===== src/rtl/uart_core.sv =====
// 8N1 UART transceiver with a fixed bit period of CLKS_PER_BIT clocks.
// TX serialises CPU writes; RX deserialises into a single-byte holding register.
module uart_core #(
  parameter int CLKS_PER_BIT = 16
) (
  input  logic       clk,
  input  logic       reset,
  input  logic       uart_wr,
  input  logic [7:0] uart_w,
  output logic       uart_busy,
  input  logic       uart_rd,
  output logic       uart_valid,
  output logic [7:0] uart_data,
  output logic       uart_overrun,
  output logic       uart_ferr,
  output logic       tx,
  input  logic       rx
);

  localparam int CNT_W = $clog2(CLKS_PER_BIT);
  localparam logic [CNT_W-1:0] CNT_LAST = CNT_W'(CLKS_PER_BIT - 1);
  localparam logic [CNT_W-1:0] CNT_HALF = CNT_W'(CLKS_PER_BIT / 2 - 1);

  typedef enum logic [1:0] {TX_IDLE, TX_START, TX_DATA, TX_STOP} tx_state_t;
  typedef enum logic [2:0] {RX_IDLE, RX_START, RX_DATA, RX_STOP, RX_WAITHI} rx_state_t;

  tx_state_t        tx_state;
  logic [CNT_W-1:0] tx_cnt;
  logic [2:0]       tx_bit;
  logic [7:0]       tx_shift;

  rx_state_t        rx_state;
  logic [CNT_W-1:0] rx_cnt;
  logic [2:0]       rx_bit;
  logic [7:0]       rx_shift;
  logic             rx_p0;
  logic             rs;

  always_ff @(posedge clk) begin
    if (reset) begin
      tx_state  <= TX_IDLE;
      tx_cnt    <= '0;
      tx_bit    <= '0;
      tx        <= 1'b1;
      uart_busy <= 1'b0;
    end else begin
      case (tx_state)
        TX_IDLE: begin
          if (uart_wr) begin
            tx_shift  <= uart_w;
            tx_cnt    <= '0;
            tx        <= 1'b0;
            uart_busy <= 1'b1;
            tx_state  <= TX_START;
          end
        end
        TX_START: begin
          if (tx_cnt == CNT_LAST) begin
            tx_cnt   <= '0;
            tx_bit   <= '0;
            tx       <= tx_shift[0];
            tx_state <= TX_DATA;
          end else begin
            tx_cnt <= tx_cnt + 1'b1;
          end
        end
        TX_DATA: begin
          if (tx_cnt == CNT_LAST) begin
            tx_cnt <= '0;
            if (tx_bit == 3'd7) begin
              tx       <= 1'b1;
              tx_state <= TX_STOP;
            end else begin
              tx_shift <= {1'b0, tx_shift[7:1]};
              tx       <= tx_shift[1];
              tx_bit   <= tx_bit + 1'b1;
            end
          end else begin
            tx_cnt <= tx_cnt + 1'b1;
          end
        end
        TX_STOP: begin
          // Stop level stays on tx as the idle level once busy drops.
          if (tx_cnt == CNT_LAST) begin
            tx_cnt    <= '0;
            uart_busy <= 1'b0;
            tx_state  <= TX_IDLE;
          end else begin
            tx_cnt <= tx_cnt + 1'b1;
          end
        end
        default: tx_state <= TX_IDLE;
      endcase
    end
  end

  // Stage p0 -> rs: two-flop synchroniser for the asynchronous rx pin
  always_ff @(posedge clk) begin
    if (reset) begin
      rx_p0 <= 1'b1;
      rs    <= 1'b1;
    end else begin
      rx_p0 <= rx;
      rs    <= rx_p0;
    end
  end

  always_ff @(posedge clk) begin
    if (reset) begin
      rx_state     <= RX_IDLE;
      rx_cnt       <= '0;
      rx_bit       <= '0;
      uart_valid   <= 1'b0;
      uart_data    <= '0;
      uart_overrun <= 1'b0;
      uart_ferr    <= 1'b0;
    end else begin
      uart_ferr <= 1'b0;
      if (uart_rd && uart_valid) begin
        uart_valid   <= 1'b0;
        uart_overrun <= 1'b0;
      end
      case (rx_state)
        RX_IDLE: begin
          if (!rs) begin
            rx_cnt   <= '0;
            rx_state <= RX_START;
          end
        end
        RX_START: begin
          if (rx_cnt == CNT_HALF) begin
            rx_cnt   <= '0;
            rx_bit   <= '0;
            rx_state <= rs ? RX_IDLE : RX_DATA;
          end else begin
            rx_cnt <= rx_cnt + 1'b1;
          end
        end
        RX_DATA: begin
          if (rx_cnt == CNT_LAST) begin
            rx_cnt   <= '0;
            rx_shift <= {rs, rx_shift[7:1]};
            if (rx_bit == 3'd7) rx_state <= RX_STOP;
            else                rx_bit   <= rx_bit + 1'b1;
          end else begin
            rx_cnt <= rx_cnt + 1'b1;
          end
        end
        RX_STOP: begin
          if (rx_cnt == CNT_LAST) begin
            rx_cnt <= '0;
            if (rs) begin
              // A load overrides a same-cycle read; that read consumed the old byte.
              uart_data    <= rx_shift;
              uart_valid   <= 1'b1;
              uart_overrun <= uart_valid && !uart_rd;
              rx_state     <= RX_IDLE;
            end else begin
              uart_ferr <= 1'b1;
              rx_state  <= RX_WAITHI;
            end
          end else begin
            rx_cnt <= rx_cnt + 1'b1;
          end
        end
        RX_WAITHI: begin
          if (rs) rx_state <= RX_IDLE;
        end
        default: rx_state <= RX_IDLE;
      endcase
    end
  end

endmodule


===== config.mk =====
export PLATFORM = sky130hd
export DESIGN_NAME = uart_core
export DESIGN_NICKNAME = d
export VERILOG_FILES = /design/src/rtl/uart_core.sv
export SDC_FILE = /design/constraint.sdc
export NUM_CORES = 1
export LEC_CHECK = 0
export ABC_AREA = 0
export CAP_MARGIN = 10
export CORE_UTILIZATION = 55
export DETAILED_ROUTE_END_ITERATION = 16
export HOLD_SLACK_MARGIN = 0.1
export MAX_ROUTING_LAYER = met4
export PLACE_DENSITY = 0.79
export SLEW_MARGIN = 5
export SYNTH_ARGS = -nofsm -noshare
export SYNTH_HDL_FRONTEND = slang
export SYNTH_SLANG_ARGS = --single-unit

===== constraint.sdc =====
create_clock -name clk -period 4 [get_ports clk]
set_input_delay 0.6 -clock clk [delete_from_list [all_inputs] [get_ports clk]]
set_output_delay 0.6 -clock clk [all_outputs]
set_load 0.01 [all_outputs]

==> metrics.csv, run 1 <==
metric,value,unit
status,finished clean,
p_leak,1.01,nW
ctsResizeCount,0,
routed_wl,3860,um
worst_slew_pin_slew,0.825,ns
setup_viol_count_final,0,
final_layout_size_suffix_gt1_frac,0.0886,
fp-row-count,22,
die_width,65.8,um
cts_root_buf,clkbuf_8,
grt_max_degree,34,
final_util,0.687,
via_per_inst,5.57,
hp-class,flop to flop,
antenna_cells,0,
crit_fanout,33,
rsz0062_at_grt,no,
io_buffer_count,25,
drtIter0Drc,90,
synth_edf_count,16,
syn_nets,238,
dr.pass1.iters,4,
antenna_found_initial,0,
area_growth,15.8,%
synthCells,214,
grt_pass1_vias,1431,
max_slew_margin,0.449,
wire_per_inst,13.5,um
slowest_stage,nor4b_1,
final_nets,260,
start_kind,input port,
via_count,1588,
end_kind,flop,
grt_pass1_wl,6480,um
clockPowerShare,0.245,
worstPathRequired,3.97,ns
fin_tns_setup,0,ns
dp_hpwl,2680,um
p_per_area,431,nW/um2
antenna_left,0,
max_stage_delay,0.51,ns
vdd_ir_drop_max,0.312,mV
clk_path_buf_depth,2,
avgSynthCellArea,10.5,um2
finalCriticalPeriod,2.23,ns
finalNonFillerCells,285,
numCtsBuffers,5,
core_region_area,3770,um2
hold_buffers,0,
clk-insertion-delay-late,0.30,ns
switchingPower,0.311,mW
hold_viol,0,
p_int,0.806,mW
ys_seq_area_frac,0.519,
die_area,4330,um2
path_buf_inv,2,
htree_levels,2,
cp_data_arrival_time,2.20,ns
io_pins,26,
swShare,0.278,
cts.clk_slew.worst_paths,0.08,ns
setup.worst_path.class,input port to flop,
grt_use_total,0.201,
ys_ff_latch,50,
max_freq,449,MHz
placed_cells,277,
ys_warn_count,0,
finClkSkew,0.00847,ns
cts_setup_buffers,0,
syn_area,2240,um2
cts.sink_count,50,
die_h,65.8,um
grt-ovfl-total,0,
initial_utilization,0.593,
cts_tree,done,
ys.flop_type,dfxtp_1,
cp_top_family,simple AND/OR/NAND/NOR gates,
power,1.12,mW
path_cells,clkdlybuf4s50_1 -> buf_4 -> nor4b_1 -> and3_1,
maxSlewViolCount,0,
seq_power_share,0.530,
pwr-share-comb,0.225,
fin_crit_sh,0.557,
hold_slack,0.418,ns
place_congestion,0.803,
max-cap-violations,0,
synth-async-reset-ratio,0,
ys_types,44,
drcViolationCount,0,
-- metrics by stage --
stage / cell area [um2] / setup WS [ns]
2_1_floorplan: 2240 / 1.10
3_3_place_gp: 2510 / 1.50
3_5_place_dp: 2510 / 1.45
4_1_cts: 2590 / 1.77
5_1_grt: 2590 / 1.61
6_report: 2590 / 1.77
-- layer usage --
layer,global-route usage,part of all wire,vias to the layer above
met5,-,0,-
li1,-,-,817
met1,0.261,0.50,755
met4,0.0571,0.0070,0
met2,0.309,0.47,14
met3,0.0517,0.019,2
-- cell families after synthesis --
kind of cell / after synthesis / share of synthesized area
compound gates: 38 / 0.111
xor+xnor: 1 / 0.00392
fa+ha+maj: 11 / 0.0615
buf+inv: 16 / 0.0313
flops: 50 / 0.519
mux: 18 / 0.0845
simple gates: 80 / 0.188
-- power groups by stage --
stage	Clock, mW	Sequential, mW	Combinational [mW]
floorplan	0	0.600	0.179
detailed placement	0	0.602	0.252
global route	0.305	0.597	0.282
global placement	0	0.601	0.245
finish	0.274	0.592	0.252
CTS	0.280	0.592	0.252
-- area by class of cell --
class,instances,area [um2]
multi-input combinational,148,1010
clock buffer,6,72.6
inverter,4,15.0
sequential,50,1160
clock inverter,2,10.0
fill,303,1180
timing repair buffer,27,265
tap,48,60.1
-- synth_stat cells, types with 5 or more instances --
| library cell | count | area share |
|---|---|---|
| dfxtp_1 | 34 | 0.30 |
| nor2_1 | 22 | 0.037 |
| edfxtp_1 | 16 | 0.21 |
| nand2_1 | 14 | 0.023 |
| a21oi_1 | 12 | 0.027 |
| ha_1 | 11 | 0.062 |
| mux2i_1 | 11 | 0.049 |
| mux2_2 | 7 | 0.035 |
| nand3_1 | 7 | 0.016 |
| nor2b_1 | 7 | 0.020 |
| o21ai_0 | 7 | 0.016 |
| clkbuf_1 | 6 | 0.010 |
| buf_2 | 5 | 0.011 |
-- cell usage in the layout, fill, tap and decap left out, types with 3 or more instances in the layout --
master / count
a211oi_1: 3
clkbuf_8: 5
nand2_1: 14
mux2i_1: 11
nand3_1: 7
nor3b_1: 4
nand2b_1: 3
edfxtp_1: 16
nor4_1: 3
and3_1: 3
mux2_2: 7
dfxtp_1: 34
nor2_1: 22
ha_1: 11
a21oi_1: 12
nor2b_1: 7
o21ai_0: 7
nand4_1: 4
or2_2: 3
nor4bb_1: 3
clkdlybuf4s50_1: 25
inv_1: 4
-- sequential cells by signal (all words and copies together) (netlist names), 2 cells and up --
name       cells
rx_shift       8
tx_shift       8
uart_data      8
rx_cnt         4
tx_cnt         4
rx_bit         3
rx_state       3
tx_bit         3
tx_state       2
-- worst paths after layout --
path | depth (start not counted) | start | to | slack [ns]
max | 4 | reset | rx_shift[7] | 1.77
min | 1 | rx_p0 | rs | 0.42
max reg2reg | 5 | rx_cnt[0] | uart_overrun | 1.88
min reg2reg | 1 | rx_p0 | rs | 0.42
No activity file was read; power rests on OpenSTA's default activity.
==> run 2: changes to the inputs <==
- CORE_UTILIZATION: 55 -> 50
- PLACE_DENSITY: 0.79 -> 0.75
- clock period: 4 -> 1.9 ns (I/O delays scaled with it)
==> run 2 against run 1 <==
  * Clock-buffer cell count is the same
  * Design area rose by 4.2%
  * Clock power is 120% higher
  * Critical path type is now flop to flop
==> metrics.csv, run 2 (same netlist as run 1, synthesis figures left out) <==
metric,value,unit,change
fp-row-count,23,,was 22
clk_path_buf_depth,2,,unchanged
rsz0062_at_grt,no,,unchanged
setup.worst_path.class,flop to flop,,was input port to flop
dp_hpwl,2980,um,was 2680 um
via_count,1629,,was 1588
cts.clk_slew.worst_paths,0.09,ns,was 0.08 ns
die_h,68.9,um,was 65.8 um
dr.pass1.iters,4,,unchanged
die_area,4750,um2,was 4330 um2
fin_crit_sh,0.931,,
cp_data_arrival_time,1.80,ns,was 2.20 ns
fin_tns_setup,0,ns,unchanged
regArea,1160,um2,unchanged
cts_root_buf,clkbuf_8,,unchanged
initial_utilization,0.540,,was 0.593
finalCriticalPeriod,1.77,ns,
maxSlewViolCount,0,,unchanged
crit_top_cell,ha_1,,
top_regs,"rx_shift (8), tx_shift (8), uart_data (8)",,unchanged
fill_cells,336,,was 303
gr-max-usage-layer,met2,,unchanged
placed_cells,290,,was 277
globalRouteMet1Util,0.234,,was 0.261
antenna_left,0,,unchanged
worstPathRequired,1.93,ns,was 3.97 ns
path_buf_inv,1,,was 2
grt_use_total,0.201,,about the same
die_width,68.9,um,was 65.8 um
finClkSkew,0.0127,ns,was 0.00847 ns
hold_viol,0,,unchanged
core_region_area,4140,um2,was 3770 um2
power,2.47,mW,was 1.12 mW
final_cell_mix,"34 x dfxtp_1, 25 x clkdlybuf4s50_1, 22 x nor2_1, 16 x edfxtp_1, 14 x nand2_1",,unchanged
cp_top_family,adder cells,,was simple AND/OR/NAND/NOR gates
place_congestion,0.818,,was 0.803
hp-class,flop to flop,,unchanged
max-cap-violations,0,,unchanged
hp-start,rx_p0,,unchanged
max_stage_delay,0.36,ns,was 0.51 ns
multi_input_area,1020,um2,was 1010 um2
fin_area,2700,um2,was 2590 um2
p_per_area,916,nW/um2,was 431 nW/um2
numCtsBuffers,5,,unchanged
io_pins,26,,unchanged
antenna_found_initial,0,,unchanged
final_common_cell,dfxtp_1,,unchanged
hold_buffers,0,,unchanged
wire_per_inst,13.8,um,was 13.5 um
cts_tree,done,,unchanged
cts_setup_buffers,0,,unchanged
setup_viol_count_final,0,,unchanged
max_freq,566,MHz,
htree_levels,2,,unchanged
post-place-ws,-0.0236,ns,was 1.45 ns
grt_pass1_vias,1513,,was 1431
cts.sink_count,50,,unchanged
drcViolationCount,0,,unchanged
placed_area,2610,um2,was 2510 um2
worst_slew_pin_slew,0.440,ns,was 0.825 ns
final_nets,271,,was 260
setup_ws,0.132,ns,was 1.77 ns
grt-ovfl-total,0,,unchanged
via_per_inst,5.47,,was 5.57
routed_wl,4100,um,was 3860 um
grt_max_degree,33,,was 34
max_slew_margin,0.706,,was 0.449
status,finished clean,,unchanged
reg2reg_from,tx_bit[0],,was rx_cnt[0]
area_growth,20.7,%,was 15.8%
crit_fanout,8,,was 33
grt_pass1_wl,6690,um,was 6480 um
final_layout_size_suffix_gt1_frac,0.129,,was 0.0886
p_leak,1.07,nW,was 1.01 nW
grt_util_met2,0.333,,was 0.309
startpoint,tx_bit[0],,was reset
drtIter0Drc,70,,was 90
ctsResizeCount,0,,unchanged
start_kind,flop,,was input port
path_cells,ha_1 -> ha_1 -> nand2b_1 -> a2111oi_4 -> buf_4,,was clkdlybuf4s50_1 -> buf_4 -> nor4b_1 -> and3_1
hold_slack,0.411,ns,was 0.418 ns
clk-insertion-delay-late,0.31,ns,was 0.30 ns
io_buffer_count,25,,unchanged
vdd_ir_drop_max,0.655,mV,was 0.312 mV
final_util,0.652,,was 0.687
finalNonFillerCells,298,,was 285
slowest_stage,a2111oi_4,,was nor4b_1
end_kind,flop,,unchanged
antenna_cells,0,,unchanged
grtUsageMet3,0.0592,,was 0.0517
[run 2: worst register-to-register path, cell delays in order (launching register included)]
cell and delay, ns:
dfxtp_1 0.33, ha_1 0.20, ha_1 0.20, nand2b_1 0.19
a2111oi_4 0.36, buf_4 0.23
[run 2: metal layers]
layer  up-vias  wire length, um
met5         -                0
met4         0               48
met3         6              125
met2        16             2060
met1       765             1870
li1        842                -
[run 2: worst paths after layout]
path	endpoint	slack, ns	cells past startpoint
worst min register to register	rs	0.41	1
worst min-delay path	rs	0.41	1
worst max-delay path	tx_shift[3]	0.13	5
worst max register to register	tx_shift[3]	0.13	5
[run 2: where the power goes]
part / internal (mW) / leakage (nW) / total, mW / switching (mW)
Clock: 0.287 / 0.0463 / 0.616 / 0.329
Sequential: 1.20 / 0.422 / 1.24 / 0.0474
Combinational: 0.303 / 0.600 / 0.615 / 0.312
[run 2: area by class of cell]
class | instances | share of cell area
Multi-Input combinational cell | 148 | 0.379
Clock inverter | 2 | 0.00278
Timing Repair Buffer | 38 | 0.129
Clock buffer | 6 | 0.0306
Sequential cell | 50 | 0.430
Tap cell | 50 | 0.0232
Inverter | 4 | 0.00556
==> run 3: changes to the inputs <==
- CTS_BUF_LIST: not set -> sky130_fd_sc_hd__clkbuf_4 sky130_fd_sc_hd__clkbuf_8 sky130_fd_sc_hd__clkbuf_16
- SETUP_SLACK_MARGIN: not set -> 0.15
==> run 3 against run 2 <==
  * Cell count down 0.34%
  * Setup slack improved by 0.094 ns
  * Combinational power shrank 2%
  * Global-route usage fell by 1.1 points
  * Register-to-register slack gained 0.09 ns
  * Critical endpoint unchanged
==> metrics.csv, run 3 (same netlist as run 1, synthesis figures left out) <==
metric,value,unit,change
path_cells,ha_2 -> ha_4 -> nand2b_4 -> a2111oi_4 -> buf_6,,was ha_1 -> ha_1 -> nand2b_1 -> a2111oi_4 -> buf_4
setup.worst_path.class,flop to flop,,unchanged
routed_wl,3960,um,was 4100 um
finalCriticalPeriod,1.67,ns,was 1.77 ns
setup_viol_count_final,0,,unchanged
max_freq,597,MHz,was 566 MHz
die_width,68.9,um,unchanged
wire_per_inst,13.3,um,was 13.8 um
dr.pass1.iters,4,,unchanged
cts_tree,done,,unchanged
final_nets,270,,was 271
cts_root_buf,clkbuf_8,,unchanged
rsz0062_at_grt,no,,unchanged
clk_path_buf_depth,2,,unchanged
fin_tns_setup,0,ns,unchanged
p_per_area,924,nW/um2,was 916 nW/um2
p_leak,1.07,nW,about the same
final_util,0.672,,was 0.652
globalRouteMet1Util,0.225,,was 0.234
cts.clk_slew.worst_paths,0.09,ns,about the same
die_area,4750,um2,unchanged
multi_input_area,1080,um2,was 1020 um2
final_layout_size_suffix_gt1_frac,0.215,,was 0.129
io_buffer_count,25,,unchanged
hold_viol,0,,unchanged
hp-class,flop to flop,,unchanged
slowest_stage,a2111oi_4,,unchanged
fill_cells,359,,was 336
grt-ovfl-total,0,,unchanged
maxSlewViolCount,0,,unchanged
antenna_found_initial,0,,unchanged
antenna_left,0,,unchanged
clk-insertion-delay-late,0.30,ns,was 0.31 ns
grt_pass1_wl,6360,um,was 6690 um
via_count,1638,,was 1629
fp-row-count,23,,unchanged
status,finished clean,,unchanged
io_pins,26,,unchanged
final_cell_mix,"28 x dfxtp_1, 25 x clkdlybuf4s50_1, 22 x nor2_1, 16 x edfxtp_1, 14 x nand2_1",,"was 34 x dfxtp_1, 25 x clkdlybuf4s50_1, 22 x nor2_1, 16 x edfxtp_1, 14 x nand2_1"
drtIter0Drc,75,,was 70
die_h,68.9,um,unchanged
cts.sink_count,50,,unchanged
grt_use_total,0.189,,was 0.201
worstPathRequired,1.93,ns,about the same
dp_hpwl,2740,um,was 2980 um
max_stage_delay,0.35,ns,was 0.36 ns
place_congestion,0.774,,was 0.818
antenna_cells,0,,unchanged
drcViolationCount,0,,unchanged
max_slew_margin,0.704,,was 0.706
worst_slew_pin_slew,0.441,ns,was 0.440 ns
final_common_cell,dfxtp_1,,unchanged
fin_crit_sh,0.881,,was 0.931
via_per_inst,5.52,,was 5.47
numCtsBuffers,5,,unchanged
grt_pass1_vias,1431,,was 1513
grt_util_met2,0.308,,was 0.333
gr-max-usage-layer,met2,,unchanged
start_kind,flop,,unchanged
cp_data_arrival_time,1.70,ns,was 1.80 ns
finClkSkew,0.00783,ns,was 0.0127 ns
regArea,1170,um2,was 1160 um2
vdd_ir_drop_max,0.481,mV,was 0.655 mV
grt_max_degree,33,,unchanged
end_kind,flop,,unchanged
core_region_area,4140,um2,unchanged
area_growth,24.4,%,was 20.7%
hold_buffers,0,,unchanged
htree_levels,2,,unchanged
initial_utilization,0.540,,unchanged
max-cap-violations,0,,unchanged
grtUsageMet3,0.0543,,was 0.0592
top_regs,"rx_shift (8), tx_shift (8), uart_data (8)",,unchanged
crit_fanout,8,,unchanged
## run 3: cell count changes in the layout (fill, tap and decap cells not counted), sizes merged
cell / delta
clkinv: -2
inv: +2
buf: -1
## run 3: what timing repair did
action	in CTS	in global routing
pin swaps	0	3
endpoints found under the setup margin	8	24
resized for setup	1	14
buffers inserted	0	2
## run 3: where the power goes
part	switching [mW]	total, mW	internal [mW]
clock network	0.370	0.719	0.349
logic	0.304	0.604	0.300
registers	0.0479	1.25	1.20
## run 3: path summary, 6_finish.rpt
kind                                start  cells past startpoint  slack, ns     endpoint
worst max-delay path            tx_bit[0]                      5       0.23  tx_shift[3]
worst min-delay path                rx_p0                      1       0.42           rs
worst max register to register  tx_bit[0]                      5       0.23  tx_shift[3]
worst min register to register      rx_p0                      1       0.42           rs
## run 3: stage by stage
stage	hold slack, ns	area (um2)	worst slack (ns)	instances	power [mW]
floorplan	0.388	2290	0.152	214	1.70
finish	0.423	2780	0.226	297	2.57
CTS	0.432	2730	0.159	295	2.57
global placement	0.392	2610	0.0668	287	1.84
detailed placement	0.406	2610	-0.0148	287	1.85
global route	0.461	2780	0.125	297	2.72
## run 3: worst max-delay path: cells and delay by family, from the launching register on
family                   cells  cell delay [ns]
adder cells (fa/ha/maj)      2             0.38
buffers and inverters        1             0.18
AND/OR/NAND/NOR              1             0.14
AO/OA/AOI/OAI                1             0.35
flip-flops                   1             0.34
## run 3: cell type report
cell class,count,area share
flip-flops and latches,50,0.420
multi-input cells,148,0.389
repair buffers,37,0.124
clock buffers,6,0.0337
well taps,50,0.0225
clock inverters,2,0.00629
inverters,4,0.00539
## run 3: metal layers
metal  up-vias  share of wire
met2        18           0.50
met4         0         0.0048
met1       779           0.47
met3         2          0.023
met5         -              0
li1        839              -
